===== src/rtl/multimode_game_counter_pkg.sv =====
// game_counter_pkg: shared state, mode and who encodings for the multi-mode game counter
package game_counter_pkg;
    typedef enum logic [1:0] {IDLE, RUN, OVER} state_t;
    typedef enum logic [1:0] {INC_S, INC_L, DEC_S, DEC_L} mode_t;
    localparam logic [1:0] WHO_NONE   = 2'b00;
    localparam logic [1:0] WHO_LOSER  = 2'b01;
    localparam logic [1:0] WHO_WINNER = 2'b10;
endpackage


===== src/rtl/score_counter.sv =====
// score_counter: saturating score with sync clear and a flag for the increment that reaches the limit
module score_counter #(
    parameter int W     = 4,
    parameter int LIMIT = 15
) (
    input  logic         clk,
    input  logic         clr,
    input  logic         inc,
    output logic [W-1:0] count,
    output logic         at_limit
);
    assign at_limit = inc && count == W'(LIMIT - 1);
    // score register; clear wins over increment, never counts past the limit
    always_ff @(posedge clk) begin
        if (clr) count <= '0;
        else if (inc && count != W'(LIMIT)) count <= count + 1'b1;
    end
endmodule


===== src/rtl/multimode_game_counter.sv =====
// multimode_game_counter: up/down stepping counter that scores wins at all-ones and losses at zero
module multimode_game_counter
    import game_counter_pkg::*;
#(
    parameter int WIDTH       = 4,
    parameter int SCORE_W     = 4,
    parameter int SCORE_LIMIT = (1 << SCORE_W) - 1,
    parameter int STEP_SMALL  = 1,
    parameter int STEP_LARGE  = 2
) (
    input  logic               clk,
    input  logic               rst,
    input  logic               init,
    input  logic [WIDTH-1:0]   initial_val,
    input  logic               en,
    input  logic [1:0]         ctrl,
    output logic [WIDTH-1:0]   counted_no,
    output logic               winner,
    output logic               loser,
    output logic [SCORE_W-1:0] win_count,
    output logic [SCORE_W-1:0] lose_count,
    output logic               gameover,
    output logic [1:0]         who
);
    state_t           state, state_n;
    mode_t            mode;
    logic [WIDTH-1:0] step, nxt, cnt_n, saved;
    logic             stepping, load, win_hit, lose_hit, clr, win_end, lose_end;

    assign mode = mode_t'(ctrl);

    // step arithmetic and scoring events; a win masks a simultaneous loss
    always_comb begin
        step     = (mode == INC_L || mode == DEC_L) ? WIDTH'(STEP_LARGE) : WIDTH'(STEP_SMALL);
        nxt      = (mode == INC_S || mode == INC_L) ? counted_no + step : counted_no - step;
        stepping = state == RUN && en;
        load     = state == IDLE && init;
        win_hit  = stepping && nxt == '1;
        lose_hit = stepping && nxt == '0 && !win_hit;
        clr      = rst || load || state == OVER;
    end

    score_counter #(.W(SCORE_W), .LIMIT(SCORE_LIMIT)) u_win (
        .clk(clk), .clr(clr), .inc(win_hit), .count(win_count), .at_limit(win_end)
    );

    score_counter #(.W(SCORE_W), .LIMIT(SCORE_LIMIT)) u_lose (
        .clk(clk), .clr(clr), .inc(lose_hit), .count(lose_count), .at_limit(lose_end)
    );

    // next state and next count: load in IDLE, step in RUN, reload from saved init in OVER
    always_comb begin
        state_n = state == IDLE ? (init ? RUN : IDLE) :
                  state == RUN  ? ((win_end || lose_end) ? OVER : RUN) : RUN;
        cnt_n   = load ? initial_val : state == OVER ? saved : stepping ? nxt : counted_no;
    end

    // state, count and registered event outputs
    always_ff @(posedge clk) begin
        if (rst) begin
            state      <= IDLE;
            counted_no <= '0;
            saved      <= '0;
            winner     <= 1'b0;
            loser      <= 1'b0;
            gameover   <= 1'b0;
            who        <= WHO_NONE;
        end else begin
            state      <= state_n;
            counted_no <= cnt_n;
            saved      <= load ? initial_val : saved;
            winner     <= win_hit;
            loser      <= lose_hit;
            gameover   <= win_end || lose_end;
            who        <= win_end ? WHO_WINNER : lose_end ? WHO_LOSER : WHO_NONE;
        end
    end
endmodule


===== config.mk =====
export PLATFORM = sky130hd
export DESIGN_NAME = multimode_game_counter
export DESIGN_NICKNAME = d
export VERILOG_FILES = /design/src/rtl/multimode_game_counter_pkg.sv /design/src/rtl/score_counter.sv /design/src/rtl/multimode_game_counter.sv
export SDC_FILE = /design/constraint.sdc
export NUM_CORES = 1
export LEC_CHECK = 0
export CAP_MARGIN = 30
export CORE_UTILIZATION = 45
export DETAILED_ROUTE_END_ITERATION = 16
export PLACE_DENSITY = 0.81
export SYNTH_ARGS = -nofsm -noshare
export SYNTH_HDL_FRONTEND = slang
export SYNTH_HIERARCHICAL = 1
export SYNTH_SLANG_ARGS = --single-unit

===== constraint.sdc =====
create_clock -name clk -period 2.53 [get_ports clk]
set_input_delay 0.3795 -clock clk [delete_from_list [all_inputs] [get_ports clk]]
set_output_delay 0.3795 -clock clk [all_outputs]
set_load 0.005 [all_outputs]

# After elaboration in Yosys (flattened, before gate mapping)
# Cells that the tools add are included.
[word_totals]
regBits = 23
inputBits = 10
output_inout_bits = 17
elab_cells = 54
[op_classes]
n_addsub = 4
n_eq_ne = 9
n_mux = 11
reduce_logical = 20
[op_table]
columns = ["op", "count"]
rows = [
  ["4-bit 2-to-1 mux", 4],
  ["4-bit == test, second input constant", 3],
  ["2-bit 2-to-1 mux", 5],
  ["1-bit logical AND", 9],
  ["4-bit by 1-bit adder with 4-bit output, second input constant", 2],
  ["4-bit inequality test, second input constant", 2],
  ["1-bit logical OR", 5],
  ["4-bit by 2-bit adder with 4-bit output", 1],
  ["2-bit by 1-bit == test with 1-bit output, second input constant", 2],
  ["2-bit == test, second input constant", 2],
  ["2-bit zero test", 2],
  ["4-bit zero test", 1],
  ["4-bit by 2-bit subtractor with 4-bit output", 1],
  ["3-bit nonzero test", 1],
  ["1-bit 2-to-1 mux", 2],
  ["2-bit OR reduction", 1],
  ["1-bit zero test", 1],
]

# Logic depth before layout (Yosys ltp)
[logic_depth]
depth_word = 14
ltp_mapped = 10
ltp_nobuf = 10

# Cells and area by module
# The synthesis kept the hierarchy.
[modules_own_cells]
columns = ["module", "instances", "cells_each", "area_per_inst_um2", "seq_area_each_um2"]
rows = [
  ["multimode_game_counter", 1, 96, 853.3, 300.3],
  ["score_counter", 2, 23, 217.7, 80.1],
]

# Least setup slack after synthesis
# Ideal clock, no wire load.
[synth_path]
path_type = "in2reg"
from = "input port ctrl[0]"
to = "register state[0]"
setup_ps = 129
arrival_time_ps = 2455
t_required_ps = 2401
setup_slack_ps = -54
cell_stages = 10
path_buffers = 0
cell_sequence = "or2_2 -> ha_1 -> a21o_1 -> a21oi_2 -> xnor2_1 -> nor3_1 -> and4_2 -> nor2_1 -> a211oi_1 -> nor2_1"
[synth_between]
word_cells_on_any_way = 21
classes_between = "add/sub: 2; eq/ne: 3; mux: 5; reduce/logical: 11"
[synth_rtl]
columns = ["element", "line_no", "source"]
rows = [
  ["start: declaration", "multimode_game_counter.sv:16", "input logic [1:0] ctrl,"],
  ["2-bit by 1-bit == test with 1-bit output or 2-bit == test (tied branches)", "multimode_game_counter.sv:34, multimode_game_counter.sv:35", ""],
  ["1-bit logical OR", "multimode_game_counter.sv:34", "step = (mode == INC_L || mode == DEC_L) ? WIDTH'(STEP_LARGE) : WIDTH'(STEP_SMALL);"],
  ["2-bit 2-to-1 mux", "multimode_game_counter.sv:34", ""],
  ["4-bit by 2-bit subtractor with 4-bit output or 4-bit by 2-bit adder with 4-bit output (tied branches)", "multimode_game_counter.sv:35", "nxt = (mode == INC_S || mode == INC_L) ? counted_no + step : counted_no - step;"],
  ["4-bit 2-to-1 mux (*)", "multimode_game_counter.sv:35", ""],
  ["4-bit == test (*)", "multimode_game_counter.sv:38", "win_hit = stepping && nxt == '1;"],
  ["1-bit logical AND (*)", "multimode_game_counter.sv:38", ""],
  ["named net win_hit", "multimode_game_counter.sv:28", "logic stepping, load, win_hit, lose_hit, clr, win_end, lose_end;"],
  ["1-bit logical AND (*)", "score_counter.sv:12", "assign at_limit = inc && count == W'(LIMIT - 1);"],
  ["named net win_end", "multimode_game_counter.sv:28", ""],
  ["1-bit logical OR (*)", "multimode_game_counter.sv:54", "state == RUN ? ((win_end || lose_end) ? OVER : RUN) : RUN;"],
  ["2-bit 2-to-1 mux (*) (2 in series)", "multimode_game_counter.sv:54", ""],
  ["2-bit 2-to-1 mux (*)", "multimode_game_counter.sv:53", "state_n = state == IDLE ? (init ? RUN : IDLE) :"],
  ["end signal: assignment", "multimode_game_counter.sv:69", "state <= state_n;"],
  ["end: declaration", "multimode_game_counter.sv:25", "state_t state, state_n;"],
]
# Mark *: on every way through the listed nets, which the timed path passes. The rest lies on a longest branch.
# A chain may end at the register's enable or synchronous reset.

# Final worst setup path
[layout_path]
from = "input port ctrl[0]"
to = "register state[0]"
[layout_between]
elab_chain_cells = 14
word_cells_on_any_way = 21
classes_between = "add/sub: 2; eq/ne: 3; mux: 5; reduce/logical: 11"
[layout_lines]
columns = ["element", "line_no", "source"]
rows = [
  ["2-bit by 1-bit == test with 1-bit output or 2-bit == test (tied branches)", "multimode_game_counter.sv:34, multimode_game_counter.sv:35", ""],
  ["1-bit logical OR", "multimode_game_counter.sv:34", ""],
  ["2-bit 2-to-1 mux", "multimode_game_counter.sv:34", ""],
  ["4-bit by 2-bit subtractor with 4-bit output or 4-bit by 2-bit adder with 4-bit output (tied branches)", "multimode_game_counter.sv:35", ""],
  ["4-bit 2-to-1 mux (*)", "multimode_game_counter.sv:35", ""],
  ["4-bit == test", "multimode_game_counter.sv:38", ""],
  ["1-bit logical AND", "multimode_game_counter.sv:38", ""],
  ["1-bit zero test", "multimode_game_counter.sv:39", "lose_hit = stepping && nxt == '0 && !win_hit;"],
  ["1-bit logical AND (*)", "multimode_game_counter.sv:39", ""],
  ["named net lose_hit", "multimode_game_counter.sv:28", ""],
  ["1-bit logical AND (*)", "score_counter.sv:12", ""],
  ["named net lose_end", "multimode_game_counter.sv:28", ""],
  ["1-bit logical OR (*)", "multimode_game_counter.sv:54", ""],
  ["2-bit 2-to-1 mux (*) (2 in series)", "multimode_game_counter.sv:54", ""],
  ["2-bit 2-to-1 mux (*)", "multimode_game_counter.sv:53", ""],
]
# Marks and branches as above.

==> out/results.ini <==
[status]
status=complete, no violations

[sta]
setup_viol=0
finalClockSkew_ns=0.00642
fin_crit_sh=0.953
hold_violations=0
min_period_ns=2.41
slew_headroom=0.612
worstMarginPinSlew_ns=0.582
max_freq_ghz=0.415
slew_violations=0

[global_route]
grt_max_degree=17
grt_usage=0.188
grt_pass1_vias=1100
overflow=0
antenna_found_initial=0
grt_pass1_wl_microns=4730

[power_and_ir_drop]
leakage_nw=0.640
irDropWorstVdd_uv=386
fin_total_pwr_uw=778
power_density_nw_per_um2=454

[worst_setup_path]
crit_chain=clkdlybuf4s50_1, or2_4, fa_2, nor4_4, and2_4, and4_2, nor2_2, a211oi_2, nor2_1
critical_path_buf_inv_count=1
cp_max_fo=3
cp-end-kind=flip-flop
cp.depth=9
cp_slowest_cell=fa_2
path_delay_family=simple AND/OR/NAND/NOR gates
r2r_cells=8
required_ns=2.76
max_stage_delay_ns=0.50
start_kind=input pin
rrSetupSlack_ns=0.30
critPathKind=input pin to flip-flop
arrival_ns=2.64

[route]
avgViaCountPerCell=5.61
drc_errors=0
wire_per_inst_microns=14.2
routed_wl_microns=2940
routed-via-count=1155
drt_first_pass_iters=4
ant_nets=0
drt-initial-drc-count=32

[final_layout]
layout_common_cells=clkdlybuf4s50_1 (26), dfxtp_1 (23), nor2_1 (19)
fin_nets=194
finalCoreUtilization=0.626
drive_gt1_frac=0.240
syn_to_final_growth_pct=32.8
antenna_cells=0
final_common_cell=clkdlybuf4s50_1
n_fill_cell=225

[synthesis]
yosys.area.top_type_share=0.357
avgSynthCellArea_sq_um=9.08
synth_edf_count=0
syn_nets=160
synth_area_leaders=dfxtp_1 (36%), ha_1 (6.8%), nor2_1 (5.8%), a21oi_1 (4.3%), a211oi_2 (2.9%)
ys_seq_area_frac=0.357
async_flop_share=0
synth_seq_cells=23
synth_top_area_cell=dfxtp_1
ys.flop_type=dfxtp_1
ys_warn_count=6
syn_inst=142
yosysUniqueCellTypes=43
syn-cell-area_sq_um=1290

[hold_path]
min_path_cells=2
hp-class=flip-flop to flip-flop

[cts]
worstSkewPairLatency_ns=0.32
clockBufferDepth=2
cts_buffers=3
clk_pin_slew_worst_paths_ns=0.13
cts_sinks=23
cts_tree=yes
cts_root_buf=clkbuf_4
cts.htree.levels=1

[die]
fp-row-count=19
die_y_microns=55.5
die_w_microns=55.5
start_util=0.471
io-pin-count=27
core_sq_um=2730
die_area_sq_um=3080

[placed_design]
portBuffers=26
gp_congestion=0.822
hpwl_microns=2030

[job]
cap_violations=0

==> final cells by class <==
class / instances / area (sq um) / area share
multi-input combinational: 104 / 821 / 0.480
sequential: 23 / 460 / 0.269
timing repair buffer: 36 / 335 / 0.196
tap: 31 / 38.8 / 0.0227
inverter: 8 / 30.0 / 0.0175
clock buffer: 4 / 26.3 / 0.0154
==> Yosys cell counts (all sizes together), types with 3 or more instances <==
library cell,n
a211oi,7
a21oi,13
and2,3
buf,5
dfxtp,23
ha,7
inv,8
nand2,3
nand2b,7
nand3,6
nor2,20
nor3,4
nor3b,4
o21ai,4
==> flip-flops by register name, summed over array words and instances (netlist names) <==
signal and count:
state 2, gameover 1, saved 4, winner 1, u_lose/count 4, counted_no 4
u_win/count 4, loser 1, who 2
==> layer usage <==
layer / track usage / vias to the layer above / part of all wire
li1: - / 565 / -
met1: 0.240 / 534 / 0.46
met2: 0.303 / 43 / 0.46
met3: 0.0375 / 13 / 0.051
met4: 0.0893 / 0 / 0.030
met5: 0 / - / 0
==> kinds of logic (layout without fill, tap and decap cells) <==
family          count (synthesis)  in the layout  share of synthesized area
flops                          23             23                      0.357
fa+ha+maj                       8              8                     0.0835
buf+inv                        15             48                     0.0621
simple gates                   59             59                      0.287
xor+xnor                        3              3                     0.0204
compound gates                 33             33                      0.182
mux                             1              1                    0.00777
==> what timing repair did <==
item / CTS / global route
pin swaps: 1 / 4
setup buffers: 0 / 1
hold buffers: 0 / 0
setup endpoints to repair: 1 / 5
resized for setup: 0 / 13
==> path summary, 6_finish.rpt <==
| kind | startpoint | endpoint |
|---|---|---|
| worst max-delay path | ctrl[0] | state[0]$_SDFF_PP0_ |
| worst min-delay path | saved[0]$_SDFFE_PP0P_ | saved[0]$_SDFFE_PP0P_ |
| worst max register to register | counted_no[0]$_SDFFE_PP0P_ | state[0]$_SDFF_PP0_ |
| worst min register to register | saved[0]$_SDFFE_PP0P_ | saved[0]$_SDFFE_PP0P_ |
==> through the flow <==
step                worst slack [ns]  cells  TNS (ns)  hold slack [ns]  cell area (sq um)
finish                         0.119    206         0            0.496               1710
global route                 -0.0137    206   -0.0137            0.523               1710
CTS                          0.00395    205         0            0.496               1640
detailed placement            -0.354    201     -1.82            0.475               1610
global placement              -0.265    201     -1.22            0.460               1610
floorplan                     0.0884    142         0            0.451               1290
==> worst min-delay path, cell delays in order (launching register included) <==
cell and delay [ns]:
dfxtp_1 0.34, nand2b_1 0.07, a21oi_1 0.06
==> report_power, final <==
| group | internal, mW | switching, mW |
|---|---|---|
| sequential | 0.376 | 0.0121 |
| combinational | 0.108 | 0.104 |
| clock | 0.0617 | 0.116 |
| total | 0.546 | 0.232 |
Power figures use the tool's default switching activity.
